===== src/rtl/multi_cycle_core.sv =====
// multi_cycle_core: multi-cycle RV32I-subset core (add, sub, and, or, slt,
// addi, lw, sw, beq, jal). A single FSM steps one shared ALU and one unified
// instruction/data memory port. Illegal encodings, out-of-range register
// indices, misaligned data addresses and misaligned jump/branch targets
// park the core in TRAP (halt=1) until reset.
//
// Memory handshake: mem_req is a Moore output of the state. While
// mem_req=1, the signals mem_we, mem_addr and mem_wdata hold steady. The
// transfer completes on the first rising edge that sees mem_req && mem_ready.
// Read data is sampled on that edge. Any number of wait cycles is allowed.
module multi_cycle_core #(
    parameter logic [31:0] RESET_PC  = 32'h0000_0000,
    parameter int          REG_COUNT = 32   // 32 (RV32I) or 16 (RV32E) only
) (
    input  logic        clk,
    input  logic        rst,
    output logic        mem_req,
    output logic        mem_we,
    output logic [31:0] mem_addr,
    output logic [31:0] mem_wdata,
    input  logic [31:0] mem_rdata,
    input  logic        mem_ready,
    output logic        retire,
    output logic [31:0] pc_out,
    output logic        halt
);

    localparam int         IDX_W     = (REG_COUNT == 16) ? 4 : 5;
    localparam logic [5:0] REG_LIMIT = 6'(REG_COUNT);

    typedef enum logic [3:0] {
        S_IDLE, S_FETCH, S_DECODE, S_MEMADR, S_MEMREAD, S_MEMWB, S_MEMWRITE,
        S_EXEC_R, S_EXEC_I, S_ALUWB, S_BEQ, S_JAL, S_TRAP
    } state_t;

    typedef enum logic [2:0] {
        ALU_ADD, ALU_SUB, ALU_AND, ALU_OR, ALU_SLT
    } alu_op_t;

    state_t      state, state_next;
    logic [31:0] pc, old_pc, ir, a_reg, b_reg, alu_out, mdr, br_target;
    logic [31:0] regs [REG_COUNT];

    // Instruction fields and immediates
    logic [6:0]  opcode, funct7;
    logic [2:0]  funct3;
    logic [4:0]  rd, rs1, rs2;
    logic [31:0] imm_i, imm_s, imm_b, imm_j;

    assign opcode = ir[6:0];
    assign rd     = ir[11:7];
    assign funct3 = ir[14:12];
    assign rs1    = ir[19:15];
    assign rs2    = ir[24:20];
    assign funct7 = ir[31:25];
    assign imm_i  = {{20{ir[31]}}, ir[31:20]};
    assign imm_s  = {{20{ir[31]}}, ir[31:25], ir[11:7]};
    assign imm_b  = {{19{ir[31]}}, ir[31], ir[7], ir[30:25], ir[11:8], 1'b0};
    assign imm_j  = {{11{ir[31]}}, ir[31], ir[19:12], ir[20], ir[30:21], 1'b0};

    logic    is_r, is_addi, is_lw, is_sw, is_beq, is_jal, legal;
    alu_op_t r_op;

    // Decode the instruction class; anything unrecognised leaves legal=0
    always_comb begin
        is_r    = 1'b0;
        is_addi = 1'b0;
        is_lw   = 1'b0;
        is_sw   = 1'b0;
        is_beq  = 1'b0;
        is_jal  = 1'b0;
        r_op    = ALU_ADD;
        case (opcode)
            7'b0110011: begin
                case ({funct7, funct3})
                    10'b0000000_000: begin is_r = 1'b1; r_op = ALU_ADD; end
                    10'b0100000_000: begin is_r = 1'b1; r_op = ALU_SUB; end
                    10'b0000000_111: begin is_r = 1'b1; r_op = ALU_AND; end
                    10'b0000000_110: begin is_r = 1'b1; r_op = ALU_OR;  end
                    10'b0000000_010: begin is_r = 1'b1; r_op = ALU_SLT; end
                    default:         is_r = 1'b0;
                endcase
            end
            7'b0010011: is_addi = (funct3 == 3'b000);
            7'b0000011: is_lw   = (funct3 == 3'b010);
            7'b0100011: is_sw   = (funct3 == 3'b010);
            7'b1100011: is_beq  = (funct3 == 3'b000);
            7'b1101111: is_jal  = 1'b1;
            default:    is_r    = 1'b0;
        endcase
    end

    assign legal = is_r | is_addi | is_lw | is_sw | is_beq | is_jal;

    // Only the register fields an instruction actually uses are range-checked
    logic uses_rs1, uses_rs2, uses_rd, idx_bad;
    assign uses_rs1 = is_r | is_addi | is_lw | is_sw | is_beq;
    assign uses_rs2 = is_r | is_sw | is_beq;
    assign uses_rd  = is_r | is_addi | is_lw | is_jal;
    assign idx_bad  = (uses_rs1 && ({1'b0, rs1} >= REG_LIMIT)) ||
                      (uses_rs2 && ({1'b0, rs2} >= REG_LIMIT)) ||
                      (uses_rd  && ({1'b0, rd}  >= REG_LIMIT));

    // Register-file read ports; x0 is never written so it always reads 0
    logic [31:0] rf_a, rf_b, rf_wdata;
    logic        rf_we;
    assign rf_a     = regs[rs1[IDX_W-1:0]];
    assign rf_b     = regs[rs2[IDX_W-1:0]];
    assign rf_we    = ((state == S_ALUWB) || (state == S_MEMWB)) && (rd != 5'd0);
    assign rf_wdata = (state == S_MEMWB) ? mdr : alu_out;

    // Shared ALU: operand selection depends on the current state
    logic [31:0] alu_a, alu_b, alu_y;
    alu_op_t     alu_op;
    always_comb begin
        alu_a  = a_reg;
        alu_b  = b_reg;
        alu_op = ALU_ADD;
        case (state)
            S_FETCH:  begin alu_a = pc;     alu_b = 32'd4; end
            S_DECODE: begin alu_a = old_pc; alu_b = imm_b; end
            S_MEMADR: alu_b = is_sw ? imm_s : imm_i;
            S_EXEC_R: alu_op = r_op;
            S_EXEC_I: alu_b = imm_i;
            S_BEQ:    alu_op = ALU_SUB;
            S_JAL:    begin alu_a = old_pc; alu_b = imm_j; end
            default:  alu_op = ALU_ADD;
        endcase
    end

    // ALU function, 32-bit wrap-around; slt is a signed compare
    always_comb begin
        case (alu_op)
            ALU_ADD: alu_y = alu_a + alu_b;
            ALU_SUB: alu_y = alu_a - alu_b;
            ALU_AND: alu_y = alu_a & alu_b;
            ALU_OR:  alu_y = alu_a | alu_b;
            ALU_SLT: alu_y = {31'd0, ($signed(alu_a) < $signed(alu_b))};
            default: alu_y = alu_a + alu_b;
        endcase
    end

    logic beq_take;
    assign beq_take = (alu_y == 32'd0);

    // FSM state register
    always_ff @(posedge clk or negedge rst) begin
        if (!rst) state <= S_IDLE;
        else      state <= state_next;
    end

    // Next state and Moore memory outputs; retire marks the last cycle of an instruction
    always_comb begin
        state_next = state;
        mem_req    = 1'b0;
        mem_we     = 1'b0;
        mem_addr   = 32'd0;
        mem_wdata  = 32'd0;
        retire     = 1'b0;
        case (state)
            S_IDLE:  state_next = S_FETCH;
            S_FETCH: begin
                mem_req  = 1'b1;
                mem_addr = pc;
                if (mem_ready) state_next = S_DECODE;
            end
            S_DECODE: begin
                if (!legal || idx_bad)   state_next = S_TRAP;
                else if (is_lw || is_sw) state_next = S_MEMADR;
                else if (is_r)           state_next = S_EXEC_R;
                else if (is_addi)        state_next = S_EXEC_I;
                else if (is_beq)         state_next = S_BEQ;
                else                     state_next = S_JAL;
            end
            S_MEMADR: begin
                if (alu_y[1:0] != 2'b00) state_next = S_TRAP;
                else if (is_lw)          state_next = S_MEMREAD;
                else                     state_next = S_MEMWRITE;
            end
            S_MEMREAD: begin
                mem_req  = 1'b1;
                mem_addr = alu_out;
                if (mem_ready) state_next = S_MEMWB;
            end
            S_MEMWB: begin
                retire     = 1'b1;
                state_next = S_FETCH;
            end
            S_MEMWRITE: begin
                mem_req   = 1'b1;
                mem_we    = 1'b1;
                mem_addr  = alu_out;
                mem_wdata = b_reg;
                if (mem_ready) begin
                    retire     = 1'b1;
                    state_next = S_FETCH;
                end
            end
            S_EXEC_R, S_EXEC_I: state_next = S_ALUWB;
            S_ALUWB: begin
                retire     = 1'b1;
                state_next = S_FETCH;
            end
            S_BEQ: begin
                if (beq_take && (br_target[1:0] != 2'b00)) begin
                    state_next = S_TRAP;
                end else begin
                    retire     = 1'b1;
                    state_next = S_FETCH;
                end
            end
            S_JAL: begin
                if (alu_y[1:0] != 2'b00) state_next = S_TRAP;
                else                     state_next = S_ALUWB;
            end
            S_TRAP:  state_next = S_TRAP;
            default: state_next = S_TRAP;
        endcase
    end

    // Datapath registers loaded according to the state being left
    always_ff @(posedge clk or negedge rst) begin
        if (!rst) begin
            pc        <= RESET_PC;
            old_pc    <= 32'd0;
            ir        <= 32'd0;
            a_reg     <= 32'd0;
            b_reg     <= 32'd0;
            alu_out   <= 32'd0;
            mdr       <= 32'd0;
            br_target <= 32'd0;
        end else begin
            case (state)
                S_FETCH: if (mem_ready) begin
                    ir     <= mem_rdata;
                    old_pc <= pc;
                    pc     <= alu_y;
                end
                S_DECODE: begin
                    a_reg     <= rf_a;
                    b_reg     <= rf_b;
                    br_target <= alu_y;
                end
                S_MEMADR, S_EXEC_R, S_EXEC_I: alu_out <= alu_y;
                S_MEMREAD: if (mem_ready) mdr <= mem_rdata;
                S_BEQ: if (beq_take && (br_target[1:0] == 2'b00)) pc <= br_target;
                // pc already holds old_pc+4 here, which is the link value
                S_JAL: if (alu_y[1:0] == 2'b00) begin
                    pc      <= alu_y;
                    alu_out <= pc;
                end
                default: pc <= pc;
            endcase
        end
    end

    // Register file; cleared on reset, written in ALUWB/MEMWB
    always_ff @(posedge clk or negedge rst) begin
        if (!rst) begin
            for (int i = 0; i < REG_COUNT; i++) regs[i] <= 32'd0;
        end else if (rf_we) begin
            regs[rd[IDX_W-1:0]] <= rf_wdata;
        end
    end

    assign pc_out = pc;
    assign halt   = (state == S_TRAP);

endmodule


===== config.mk =====
export PLATFORM = sky130hd
export DESIGN_NAME = multi_cycle_core
export DESIGN_NICKNAME = d
export VERILOG_FILES = /design/src/rtl/multi_cycle_core.sv
export SDC_FILE = /design/constraint.sdc
export NUM_CORES = 2
export LEC_CHECK = 0
export CAP_MARGIN = 25
export CORE_ASPECT_RATIO = 0.6
export CORE_MARGIN = 2
export CORE_UTILIZATION = 55
export DETAILED_ROUTE_END_ITERATION = 7
export DONT_BUFFER_PORTS = 1
export PLACE_DENSITY = 0.84
export SYNTH_ARGS = -nofsm -noshare
export SYNTH_HDL_FRONTEND = slang
export SYNTH_SLANG_ARGS = --single-unit

===== constraint.sdc =====
create_clock -name clk -period 6.6 [get_ports clk]
set_input_delay 0.66 -clock clk [delete_from_list [all_inputs] [get_ports clk]]
set_output_delay 0.66 -clock clk [all_outputs]
set_load 0.02 [all_outputs]

# Word level (Yosys, flattened, before mapping)
# Cells that the tools add are included.
# op_classes
n_eq_ne,32
bitwise_logic,10
mul,0
addsub,2
mux,50
n_shift,0
div,0
magnitude_cmp,5
reduce_logical,30
# ops
op,count
bitwise mux 1024 bit,1
two-way mux 32 bit,11
binary-select mux 32 bit (select 5 bit),2
one-hot mux 32 bit (2 select lines),3
demux 32 bit (select 5 bit),1
one-hot mux 32 bit (5 select lines),1
one-hot mux 32 bit (4 select lines),1
one-hot mux 32 bit (3 select lines),1
one-hot mux 4 bit (9 select lines),1
adder 32 bit,1
bitwise AND 32 bit,1
zero test 32 bit,1
< comparator 32 bit,1
two-way mux 4 bit,8
bitwise OR 32 bit,1
subtractor 32 bit,1
== test 10 x 3 -> 1 bit (second input constant),2
== test 4 bit (second input constant),5
>= comparator 6 bit (second input constant),3
NOT 5 -> 6 bit,3
== test 4 x 3 -> 1 bit (second input constant),4
== test 7 x 6 -> 1 bit (second input constant),2
== test 7 bit (second input constant),2
two-way mux 1 bit,12
other kinds (33),60
# word_totals
latch_bits,0
rom_bits,0
out_inout_bits,100
word_cells,170
mem_bits_rw,0
regBits,1284
input_bits,35
n_memories,0

# Longest topological paths before layout
# depth
word_depth,11
depth_mapped,30
depth_no_buf,22

# Least setup slack after synthesis
# Ideal clock, no wire load.
# synth_path
path_kind,register -> output
start,register ir[12]
end,output port retire
path_stages_with_launch,27
n_path_buf,6
t_required_ns,5.940
path_slack_ns,-0.787
arrival_ns,6.727
path_cell_list,dfrtp_1 clkbuf_1 clkbuf_1 clkbuf_1 clkbuf_1 clkbuf_1 clkbuf_1 nor4b_1 nand3_1 mux2_2 nand2_1 a211oi_1 o32a_1 ha_1 fa_1 o21bai_1 o2111ai_1 a2111oi_0 nor2_1 or3_1 a221o_1 a22oi_1 nand4b_1 nor4_1 nand4_1 o31ai_1 o221ai_1
# synth_between
elab_chain_cells,10
word_cells_on_any_way,25
classes_between,2 x add/sub; 1 x order compare; 9 x eq/ne; 9 x mux; 2 x bitwise; 2 x reduce/logical
# synth_lines
element,line,rtl
start: declaration,41,"logic [31:0] pc, old_pc, ir, a_reg, b_reg, alu_out, mdr, br_target;"
start signal: assignment,235,ir <= mem_rdata;
"== test 3 x 2 -> 1 bit, or another cell as far along",86,7'b0100011: is_sw = (funct3 == 3'b010);
two-way mux 1 bit or one-hot mux 3 bit (4 select lines) (tied branches),"73, 75",
two-way mux 5 bit or two-way mux 3 bit (tied branches),"122, 73",
one-hot mux 32 bit (5 select lines) or one-hot mux 3 bit (2 select lines) (tied branches),119,case (state)
"adder 32 bit, or another cell as far along","134, 139",
one-hot mux 32 bit (4 select lines) (*),133,case (alu_op)
zero test 32 bit (*),144,assign beq_take = (alu_y == 32'd0);
logical AND 1 bit (*),205,if (beq_take && (br_target[1:0] != 2'b00)) begin
two-way mux 1 bit (*),205,
one-hot mux 1 bit (3 select lines) (*),160,case (state)
end: declaration,23,"output logic retire,"
# Every way passes the cells marked *; elsewhere a longest branch is shown, timed or not.

# Worst setup path after layout
# layout_path
start,register ir[4]
end,output port retire
# layout_between
elab_chain_cells,10
word_cells_on_any_way,21
classes_between,2 x add/sub; 1 x order compare; 6 x eq/ne; 8 x mux; 2 x bitwise; 2 x reduce/logical
# layout_lines
element,line,rtl
== test 7 x 6 -> 1 bit,73,case (opcode)
two-way mux 1 bit,73,
two-way mux 5 bit,122,S_MEMADR: alu_b = is_sw ? imm_s : imm_i;
one-hot mux 32 bit (5 select lines),119,
"adder 32 bit, or another cell as far along","134, 139",
one-hot mux 32 bit (4 select lines) (*),133,
zero test 32 bit (*),144,
logical AND 1 bit (*),205,
two-way mux 1 bit (*),205,
one-hot mux 1 bit (3 select lines) (*),160,
# Marks and branches as above.

==> run metrics <==
total number of vias 58800; part of the Yosys area used for sequential elements 45.7%; proportion of layout cells with a drive suffix above 1 22.6%; root buffer cell sky130_fd_sc_hd__clkbuf_16; Req. time, crit path 5.94 ns; last weighted congestion value of the routability-driven placer 1.08; unique cell type count in the Yosys netlist 84; count of pins on the block boundary 135; register bit total from synthesis 1284; series of cell instances along the critical path nor4b_4 -> nand3_4 -> mux2_2 -> nand2_1 -> a211oi_2 -> o32a_1 -> ha_2 -> fa_2 -> o21bai_4 -> o2111ai_4 -> buf_4 -> and2_1 -> a32o_1 -> o22ai_1 -> a21boi_1 -> and3_1 -> nand4_1 -> nor4_2 -> nand4_1 -> o31ai_2 -> buf_4 -> o221ai_4; Final Hold Vio Count 0; slowest stage delay, CP 0.47 ns; overall die width 465 um; per-cell via count in the routed design 7.21; All-Layer GR Usage 38.8%; setup slack after layout -0.409 ns; routed wire length per instance 31.1 um; period utilisation layout 106%; static leakage 33.6 nW; area of the placeable core 127000 um^2; path class of the lowest-slack min-delay path input port to flip-flop; number of detailed-route iterations in the first pass 7; Top FF cell, synth sky130_fd_sc_hd__dfrtp_1; peak supply drop 0.634 mV; arrival time reported for the critical path endpoint 6.35 ns; Largest register FFs 1024; initial antenna violation count 17; final setup violation count 1; register clock-pin slew on the reported worst setup and hold paths 0.07 ns; worst hold slack 0.0228 ns; commonest non-fill, non-tap cells in the layout sky130_fd_sc_hd__dfrtp_1 (1269), sky130_fd_sc_hd__nand2_1 (780), sky130_fd_sc_hd__o21ai_0 (689), sky130_fd_sc_hd__nor2_1 (667); final sum of negative setup slack -0.409 ns; overflow left after global routing 0; commonest non-fill, non-tap cell in the layout sky130_fd_sc_hd__dfrtp_1; number of flops mapped to enable cells by yosys 0; iteration-0 DRC count of the detailed router 10800; post-place setup slack -0.298 ns; number of H-tree branching levels 3; Cell Area, Synth 70300 um^2; number of buffers on the longest clock path 3; insertion delay to the later sink of the worst-skew pair 0.76 ns; setup skew after layout 0.0365 ns; die extent in y 281 um; share of synthesized flip-flops with an asynchronous set or reset 100%; Pins Over Slew Limit 0; clock tree from TritonCTS built; number of placement rows 101; aggregate routed wire length 254000 um; residual antenna-violating net count after detailed routing 0; die outline area 131000 um^2; synthesized net count 6648; crit start category flip-flop; Post-DP HPWL 161000 um; DRC violations left 0; number of buffers inserted during clock tree synthesis 110; effective utilization at floorplan 55.5%; pin count of the biggest net entering global routing 297; RSZ-0062 raised after global routing true; fillcell total 9397; post-layout net count 6473; number of global-route vias before repair 57700; failing checks setup timing; mean instance size in the synthesized netlist 10.8 um^2; outcome finished, violations left; path type of the worst setup path flip-flop to output pin; clock sink total 1284; Syn. warnings 0; Final min period 7.01 ns; Power Density 613 nW/um^2; slowest cell on the critical path sky130_fd_sc_hd__a21boi_1; highest net fanout along the worst path 4; Area growth syn-to-layout 10.9%; worst slew pin tran 1.28 ns; Max-slew headroom 14.9%; Setup crit end kind output pin; maxcap violations 0; Cells after Synth 6515; most flop-heavy register regs; Highest Clock Rate 143 MHz; first-pass GRT wire length 376000 um; count of input and output buffers 0
## path summary, 6_finish.rpt
path | from | to | slack, ns | cells past startpoint
max | ir[4] | retire | -0.41 | 22
min | mem_rdata[12] | ir[12] | 0.02 | 2
max reg2reg | state[1] | pc_out[11] | 0.43 | 23
min reg2reg | regs[1020] | regs[1020] | 0.40 | 0
max in group asynchronous | rst | ir[23] | 2.95 | 5
min in group asynchronous | rst | regs[1019] | 0.29 | 1
## timing repair
| item | 4_1_cts | 5_1_grt |
|---|---|---|
| endpoints found under the setup margin | 29 | 1 |
| hold buffers | 2 | 0 |
| gates resized for setup | 54 | 24 |
| endpoints found under the hold margin | 39 | 0 |
| pin swaps | 22 | 21 |
| buffers inserted | 13 | 6 |
## critical path: cells and delay by family (launching register included)
kind / cells / cell delay, ns
flip-flops: 1 / 0.42
buffers and inverters: 2 / 0.41
AO/OA/AOI/OAI: 9 / 2.01
AND/OR/NAND/NOR: 8 / 1.84
adder cells (fa/ha/maj): 2 / 0.63
multiplexers: 1 / 0.29
## Yosys cell counts (57+ instances only)
cell type	instances	area (um^2)
sky130_fd_sc_hd__dfrtp_1	1284	32100
sky130_fd_sc_hd__nor2_1	687	2580
sky130_fd_sc_hd__buf_1	62	233
sky130_fd_sc_hd__mux2_2	96	1080
sky130_fd_sc_hd__mux4_2	640	14400
sky130_fd_sc_hd__nand2_1	795	2980
sky130_fd_sc_hd__a21oi_1	643	3220
sky130_fd_sc_hd__mux2i_1	99	991
sky130_fd_sc_hd__ha_1	96	1200
sky130_fd_sc_hd__o21ai_0	693	3470
sky130_fd_sc_hd__inv_1	104	390
sky130_fd_sc_hd__clkbuf_1	565	2120
sky130_fd_sc_hd__a21o_1	57	428
sky130_fd_sc_hd__and3_1	85	532
sky130_fd_sc_hd__nand3_1	64	320
## logic make-up after synthesis
logic type | share of synthesized area (%)
adders and majority gates | 1.77
AOI/OAI and AO/OA | 14.1
and+or+nand+nor | 10.8
muxes | 23.5
DFF | 45.7
xor gates and xnor gates | 0.0873
buffers and inverters | 4.09
## layout make-up
class	instances	area, um^2	share of cell area, %
antenna	16	40.0	0.0514
clock buffer	161	3330	4.27
clock inverter	45	672	0.863
inverter	105	394	0.506
multi-input combinational	4481	36000	46.3
sequential	1284	32200	41.3
tap	1699	2130	2.73
timing repair buffer	358	3120	4.01
## power breakdown
part	switching [mW]	internal, mW
Combinational	16.0	10.9
Sequential	2.86	10.7
Clock	3.21	4.03
## per-layer routing
metal | global-route usage, % | up-vias | routed length [um]
met4 | 16.9 | 28 | 12300
li1 | - | 23500 | -
met3 | 19.7 | 980 | 44800
met2 | 51.4 | 5106 | 103000
met5 | 1.85 | - | 506
met1 | 53.2 | 29200 | 92900
## metrics by stage
step / utilization, % / power, mW / cells / cell area [um^2]
global route: 61.5 / 49.4 / 8138 / 77900
finish: 61.5 / 47.7 / 8149 / 77900
global placement: 57.8 / 37.4 / 7899 / 73200
floorplan: - / 28.4 / 6515 / 70300
detailed placement: 57.8 / 38.3 / 7901 / 73200
CTS: 61.3 / 46.1 / 8122 / 77600
(Power assumes the default switching activity.)
